## src/rtl/prbs_gen.sv

```systemverilog
// Fibonacci LFSR PRBS generator with seed load, enable gating and an optional
// SEQ_LEN-bit burst mode. Define PRBS_CHECK_EN to add a self-synchronising checker.
module prbs_gen #(
    parameter int               WIDTH   = 7,
    parameter logic [WIDTH-1:0] TAPS    = 7'b1100000,
    parameter int               SEQ_LEN = 127
) (
    input  logic             clk,
    input  logic             reset,
    input  logic             load,
    input  logic [WIDTH-1:0] seed,
    input  logic             enable,
    output logic             q,
    output logic             valid_out,
    output logic             done,
    output logic [WIDTH-1:0] lfsr_state
`ifdef PRBS_CHECK_EN
    ,
    input  logic             rx_bit,
    input  logic             rx_valid,
    output logic [15:0]      err_count,
    output logic             locked
`endif
);

    localparam logic [0:0] IDLE = 1'b0;
    localparam logic [0:0] RUN  = 1'b1;

    localparam int               CNT_W  = (SEQ_LEN > 1) ? $clog2(SEQ_LEN) : 1;
    localparam int               LAST_I = (SEQ_LEN > 0) ? SEQ_LEN - 1 : 0;
    localparam logic [CNT_W-1:0] LAST   = CNT_W'(LAST_I);

    logic [0:0]       state_reg;
    logic [CNT_W-1:0] cnt_reg;
    logic [WIDTH-1:0] tap_bits;
    logic [WIDTH-1:0] seed_fix;
    logic             fb;
    logic             shift_ok;
    logic             last_bit;

    genvar gi;
    generate
        for (gi = 0; gi < WIDTH; gi++) begin : g_tap
            assign tap_bits[gi] = lfsr_state[gi] & TAPS[gi];
        end
    endgenerate

    assign fb       = ^tap_bits;
    assign shift_ok = (state_reg == RUN) && enable;
    assign last_bit = (SEQ_LEN != 0) && (cnt_reg == LAST);
    // An all-zero seed would lock the LFSR at zero forever.
    assign seed_fix = (seed == '0) ? '1 : seed;

    always_ff @(posedge clk) begin
        if (!reset) begin
            state_reg  <= IDLE;
            cnt_reg    <= '0;
            lfsr_state <= '1;
            q          <= 1'b0;
            valid_out  <= 1'b0;
            done       <= 1'b0;
        end else begin
            valid_out <= 1'b0;
            done      <= 1'b0;
            if (load) begin
                // A load landing on the final bit still lets that bit out with done.
                if (shift_ok && last_bit) begin
                    q         <= lfsr_state[WIDTH-1];
                    valid_out <= 1'b1;
                    done      <= 1'b1;
                end
                lfsr_state <= seed_fix;
                cnt_reg    <= '0;
                state_reg  <= RUN;
            end else if (shift_ok) begin
                q          <= lfsr_state[WIDTH-1];
                lfsr_state <= {lfsr_state[WIDTH-2:0], fb};
                valid_out  <= 1'b1;
                if (last_bit) begin
                    done      <= 1'b1;
                    state_reg <= IDLE;
                    cnt_reg   <= '0;
                end else begin
                    cnt_reg <= cnt_reg + CNT_W'(1);
                end
            end
        end
    end

`ifdef PRBS_CHECK_EN
    localparam int               FILL_W    = $clog2(WIDTH);
    localparam logic [FILL_W-1:0] FILL_LAST = FILL_W'(WIDTH - 1);

    logic [WIDTH-1:0]  rx_sr_reg;
    logic [WIDTH-1:0]  rx_tap_bits;
    logic [FILL_W-1:0] fill_reg;
    logic              rx_fb;

    generate
        for (gi = 0; gi < WIDTH; gi++) begin : g_rx_tap
            assign rx_tap_bits[gi] = rx_sr_reg[gi] & TAPS[gi];
        end
    endgenerate

    // Once full, the receive register equals the sender's LFSR WIDTH bits ago,
    // so its feedback predicts the next incoming bit.
    assign rx_fb = ^rx_tap_bits;

    always_ff @(posedge clk) begin
        if (!reset || load) begin
            rx_sr_reg <= '0;
            fill_reg  <= '0;
            locked    <= 1'b0;
            err_count <= '0;
        end else if (rx_valid) begin
            rx_sr_reg <= {rx_sr_reg[WIDTH-2:0], rx_bit};
            if (!locked) begin
                if (fill_reg == FILL_LAST) begin
                    locked <= 1'b1;
                end else begin
                    fill_reg <= fill_reg + FILL_W'(1);
                end
            end else if ((rx_bit != rx_fb) && (err_count != 16'hFFFF)) begin
                err_count <= err_count + 16'd1;
            end
        end
    end
`endif

endmodule

```

## config.mk

```make
export PLATFORM = sky130hd
export DESIGN_NAME = prbs_gen
export DESIGN_NICKNAME = d
export VERILOG_FILES = /design/src/rtl/prbs_gen.sv
export SDC_FILE = /design/constraint.sdc
export NUM_CORES = 1
export LEC_CHECK = 0
export BUFFER_PORTS_ARGS = -buffer_cell sky130_fd_sc_hd__buf_2
export CAP_MARGIN = 20
export CORE_UTILIZATION = 40
export CTS_BUF_LIST = sky130_fd_sc_hd__clkbuf_4
export DETAILED_ROUTE_END_ITERATION = 10
export PLACE_DENSITY_LB_ADDON = 0.08
export SETUP_SLACK_MARGIN = 0.4
export SYNTH_ARGS = -nofsm -noshare
export SYNTH_HDL_FRONTEND = slang
export SYNTH_SLANG_ARGS = --single-unit
```

## constraint.sdc

```tcl
create_clock -name clk -period 2.25 [get_ports clk]
set_clock_uncertainty 0.1 [all_clocks]
set_input_delay 0.45 -clock clk [delete_from_list [all_inputs] [get_ports clk]]
set_output_delay 0.45 -clock clk [all_outputs]
set_load 0.02 [all_outputs]
```

==> impl_metrics.ini, run 1 <==
[status]
status = completed

[clock_network]
clock_path_buffers = 2
root_buffer = clkbuf_4
cts_made_buffers = 3
cts_num_sinks = 18
clk_latency_ns = 0.29
cts-resized-gates = 0
cts_hold_buffers = 0
cts_tree = yes
postCtsSetupRepairBufs = 0
h-tree-depth = 1
clk_pin_slew_ns = 0.11

[logic_synthesis]
synth_compound_area_frac = 0.258
yosysTopAreaCellShare = 0.413
seq_area_frac_synth = 0.413
syn_inst = 95
ys_seq_elements = 18
synth_cell_types = 32
synth_area_leaders = dfxtp_1, a211oi_1, o21ai_0
yosys.area.top_type = dfxtp_1
synthAdderAreaFrac = 0.0287
syn_area_per_cell_sq_um = 9.19
synth_xor_area_frac = 0.0301
muxShareOfSynthArea = 0.0115
ys.warnings.count = 0
synth_top_family_by_area = compound AO/OA/AOI/OAI gates
synth_simple_gate_area_frac = 0.218
syn_nets = 108
syn_area_sq_um = 873

[sta]
hold_viol = 0
setup_viol = 0
worstMarginPinSlew_ns = 0.437
tns_ns = 0
fin_crit_sh = 0.722
fmax_mhz = 615
relSlewSlack = 0.708
rsz0062_at_grt = no
fin_crit_ns = 1.63
finalMaxSlewViolations = 0

[drt]
wl_per_cell_um = 12.6
vias = 788
drt-total-wl_um = 1790
ant_nets = 0
drtPass1Iterations = 4
drc = 0
drt_iter0_drc = 20
post_drt_via_cell_ratio = 5.55

[floorplan]
dieWidth_um = 48.7
die_area_sq_um = 2370
initial_core_util = 0.436
die_h_um = 48.7
rows = 16
core_sq_um = 2000
io_pins = 21

[global_routing]
grtUsageMet3 = 0.0503
grt_usage = 0.169
antenna_found_initial = 0
grt_max_degree = 15
busiest_layer = met2
grt_pass1_wl_um = 3150
grt_use_met2 = 0.259
grt_pass1_vias = 719
overflow = 0
grtUsageMet1 = 0.223

[setup_path]
slowest_stage = dfxtp_1
critPathCaptureType = flip-flop
cpPeakStageDelay_ns = 0.60
cp.required_ns = 2.30
crit_chain = nand4_1 > o21bai_1 > a311oi_1
startpoint_type = flip-flop
arrival_ns = 1.68
critPathMaxFanout = 14
path_class = flip-flop to flip-flop

[cells_and_area]
area_growth_pct = 15.9
drive_above_1_share = 0.235
nets = 129
diodes = 0
final_cell_mix = buf_2, dfxtp_1, a211oi_1, o21ai_0
layout_commonest_cell = buf_2
fin_cells = 142

[job]
cap_violations = 0

[min_path]
hold_class = input port to flip-flop

[power_and_ir_drop]
ir_worst_vdd_uv = 270
p_leak_nw = 0.386
p_per_area_nw_per_um2 = 583

[placement]
gp_congestion = 0.772
io_buffers = 20
post-dp-hpwl_um = 1270
place_inst = 138
metrics by stage:
step           area (sq um)  power, W  hold slack, ns  utilization  setup slack [ns]
2_1_floorplan           873  0.000401           0.353            -             0.951
3_3_place_gp            986  0.000431           0.343        0.493             0.685
3_5_place_dp            986  0.000432           0.351        0.493             0.629
4_1_cts                1010  0.000599           0.328        0.506             0.659
5_1_grt                1010  0.000626           0.352        0.506             0.535
6_report               1010  0.000590           0.331        0.506             0.625
cell families (layout without fill, tap and decap cells):
| family | count (synthesis) | in the layout |
|---|---|---|
| flops | 18 | 18 |
| fa+ha+maj | 2 | 2 |
| buf+inv | 8 | 28 |
| simple gates | 28 | 28 |
| xor+xnor | 3 | 3 |
| compound gates | 35 | 35 |
| mux | 1 | 1 |
final cells by class:
cell class	instances	area, sq um
Fill cell	204	990
Tap cell	27	33.8
Clock inverter	1	3.75
Multi-Input combinational cell	69	477
Sequential cell	18	360
Clock buffer	3	22.5
Timing Repair Buffer	20	100
Inverter	4	15.0
cell usage after synthesis:
cell type  count
nand4_4        1
and2_1         1
buf_2          1
a311oi_1       1
o21ai_0        8
xor2_1         1
and3_1         6
nor4_4         1
nand2b_1       1
a21oi_1        6
clkbuf_2       1
mux2i_1        1
ha_1           2
buf_4          1
nor3_2         1
inv_1          4
nand3_1        2
nor3_1         2
o22ai_1        1
nor3b_1        1
nand2_2        1
o21bai_1       2
xnor2_1        2
or3_1          3
dfxtp_1       18
a211oi_1      14
o21ai_1        1
o31ai_1        2
nand2_1        3
nor2_1         3
clkbuf_1       1
nand4_1        2
critical path, delay by kind of cell, from the launching register on:
kind	cells	cell delay (ns)
simple gates	1	0.28
compound gates	2	0.50
flops	1	0.60
routing by layer:
metal,part of all wire,vias up
li1,-,402
met1,0.50,364
met2,0.45,20
met3,0.043,2
met4,0.0073,0
met5,0,-
power by group:
| group | internal (W) | switching (W) |
|---|---|---|
| Sequential | 0.000331 | 0.0000125 |
| Combinational | 0.0000314 | 0.0000503 |
| Clock | 0.0000644 | 0.000101 |
| Total | 0.000426 | 0.000163 |
worst paths after layout:
check	startpoint	end	slack [ns]	cells after the start
setup / recovery	state_reg	cnt_reg[1]	0.62	3
hold / removal	seed[5]	lfsr_state[5]	0.33	3
setup reg to reg	state_reg	cnt_reg[1]	0.62	3
hold reg to reg	q	q	0.36	2
Power figures use the tool's default switching activity.
==> run 2, diff against run 1 <==
--- a/config.mk
+++ b/config.mk
@@ -5,6 +5,7 @@
 export SDC_FILE = /design/constraint.sdc
 export NUM_CORES = 1
 export LEC_CHECK = 0
+export ABC_AREA = 1
 export BUFFER_PORTS_ARGS = -buffer_cell sky130_fd_sc_hd__buf_2
 export CAP_MARGIN = 20
 export CORE_UTILIZATION = 40
==> constraint.sdc (replaced) <==
create_clock -name clk -period 1.5 [get_ports clk]
set_clock_uncertainty 0.1 [all_clocks]
set_input_delay 0.3 -clock clk [delete_from_list [all_inputs] [get_ports clk]]
set_output_delay 0.3 -clock clk [all_outputs]
set_load 0.02 [all_outputs]
==> run 2 against run 1 <==
Non-clock buffer count is 5 higher. Critical endpoint is now q. Sequential power is 51% higher. Synthesized cell count is 49% higher.
==> impl_metrics.ini, run 2 <==
[min_path]
hold_class = input port to flip-flop
min_from = seed[4]

[logic_synthesis]
ys_seq_elements = 18
synthArstFlopShare = 0
yosysMostFrequentCell = nand2_1
synth_cell_types = 22
muxShareOfSynthArea = 0
yosys.area.top_type = dfxtp_1
yosysTopAreaCellShare = 0.367
syn_inst = 142
ys_top_cells_by_count = nand2_1, inv_1, nor2_1, dfxtp_1
synth_simple_gate_area_frac = 0.388
synthAdderAreaFrac = 0.0255
ys.warnings.count = 0
syn_nets = 155
seq_area_frac_synth = 0.367
syn_area_per_cell_sq_um = 6.91
synth_top_family_by_area = simple AND/OR/NAND/NOR gates
synth_area_leaders = dfxtp_1, nand2_1, inv_1
synth_flop_cell = dfxtp_1
synth_compound_area_frac = 0.116
synth_xor_area_frac = 0
syn_area_sq_um = 981
synth_enable_flop_cells = 0

[clock_network]
root_buffer = clkbuf_4
clock_path_buffers = 2
cts_hold_buffers = 0
clk_pin_slew_ns = 0.10
cts_made_buffers = 3
h-tree-depth = 1
cts_num_sinks = 18
cts_tree = yes
clk_latency_ns = 0.29

[global_routing]
grt_max_degree = 11
antenna_found_initial = 0
grt_usage = 0.204
grt_pass1_vias = 956
grt_pass1_wl_um = 3990
overflow = 0

[setup_path]
arrival_ns = 1.29
crit_start = cnt_reg[0]
cp.required_ns = 1.60
r2r_start = cnt_reg[0]
critPathCaptureType = flip-flop
startpoint_type = flip-flop
path_class = flip-flop to flip-flop
critPathMaxFanout = 6

[floorplan]
core_sq_um = 2250
die_h_um = 51.5
io_pins = 21
dieWidth_um = 51.5
initial_core_util = 0.435
rows = 17
die_area_sq_um = 2650

[sta]
rsz0062_at_grt = yes
worstMarginPinSlew_ns = 0.214
tns_ns = 0
finalMaxSlewViolations = 0
fin_crit_sh = 0.794
hold_viol = 0
fmax_mhz = 840
fin_crit_ns = 1.19
setup_viol = 0
relSlewSlack = 0.857
fin_hold_ws_ns = 0.199

[cells_and_area]
drive_above_1_share = 0.398
seq_area_sq_um = 384
multi_input_area_sq_um = 591
nets = 185
fill_cells = 213
layout_commonest_cell = nand2_1
area_growth_pct = 36.4
final_cell_mix = nand2_1, nor2_1, inv_1, dfxtp_2
post-route-util = 0.593
diodes = 0

[drt]
drt-total-wl_um = 2200
vias = 966
drc = 0
wl_per_cell_um = 11.1
post_drt_via_cell_ratio = 4.85
drt_iter0_drc = 13
drtPass1Iterations = 3
ant_nets = 0

[status]
status = completed

[job]
cap_violations = 0

[placement]
post-dp-hpwl_um = 1500
io_buffers = 20
gp_congestion = 0.718

[power_and_ir_drop]
p_per_area_nw_per_um2 = 722
p_leak_nw = 0.645
ir_worst_vdd_uv = 351
-- run 2: cell types whose count changed in the layout (fill, tap and decap cells not counted), moves of 6 or more --
cell / change
a211oi_1: -14
and3_1: -6
buf_2: -10
buf_6: +10
dfxtp_1: -15
dfxtp_2: +13
inv_1: +17
nand2_1: +26
nor2_1: +19
o21ai_1: +6
-- run 2: critical path: stages, from the launching register on --
cell,delay (ns)
dfxtp_4,0.38
inv_4,0.06
ha_4,0.12
nand2_4,0.04
nor2_4,0.10
nand2_4,0.09
a21oi_2,0.15
nor2_1,0.05
-- run 2: cells by family after synthesis --
| kind of cell | Yosys count |
|---|---|
| simple gates | 75 |
| buf+inv | 26 |
| compound gates | 21 |
| flops | 18 |
| fa+ha+maj | 2 |
-- run 2: cell type report --
type / count / share of cell area
clock inverters: 1 / 0.00281
flip-flops and latches: 18 / 0.287
multi-input cells: 99 / 0.442
inverters: 25 / 0.0758
clock buffers: 3 / 0.0168
repair buffers: 25 / 0.150
well taps: 28 / 0.0262
-- run 2: layer usage --
metal | global-route usage | wire, um | vias up
met3 | 0.0439 | 60 | 4
met2 | 0.383 | 1090 | 19
met1 | 0.224 | 1030 | 437
met5 | 0 | 0 | -
li1 | - | - | 506
met4 | 0.0676 | 22 | 0
-- run 2: final timing paths --
| path | endpoint | slack [ns] | depth (start not counted) |
|---|---|---|---|
| min | lfsr_state[4] | 0.20 | 5 |
| max reg2reg | q | 0.31 | 7 |
| min reg2reg | state_reg | 0.42 | 2 |
| max | q | 0.31 | 7 |
-- run 2: where the power goes --
group | internal (W) | total, W | switching (W) | leakage, nW
registers | 0.000500 | 0.000519 | 0.0000185 | 0.150
clock network | 0.0000967 | 0.000247 | 0.000151 | 0.0154
logic | 0.0000865 | 0.000199 | 0.000113 | 0.479
total | 0.000683 | 0.000965 | 0.000282 | 0.645
-- run 2: per-stage QoR --
step                instance area [sq um]  power [W]  setup WS [ns]  instances
floorplan                             982   0.000629          0.343        142
global placement                     1120   0.000678          0.309        190
detailed placement                   1120   0.000679          0.298        190
CTS                                  1290   0.000967          0.334        198
global route                         1340    0.00104          0.259        199
finish                               1340   0.000965          0.309        199
-- run 2: timing repair --
item / CTS / global route
gates resized for setup: 44 / 7
buffers inserted: 3 / 1
pin swaps: 13 / 7
cloned: 1 / 0
setup endpoints to repair: 27 / 28
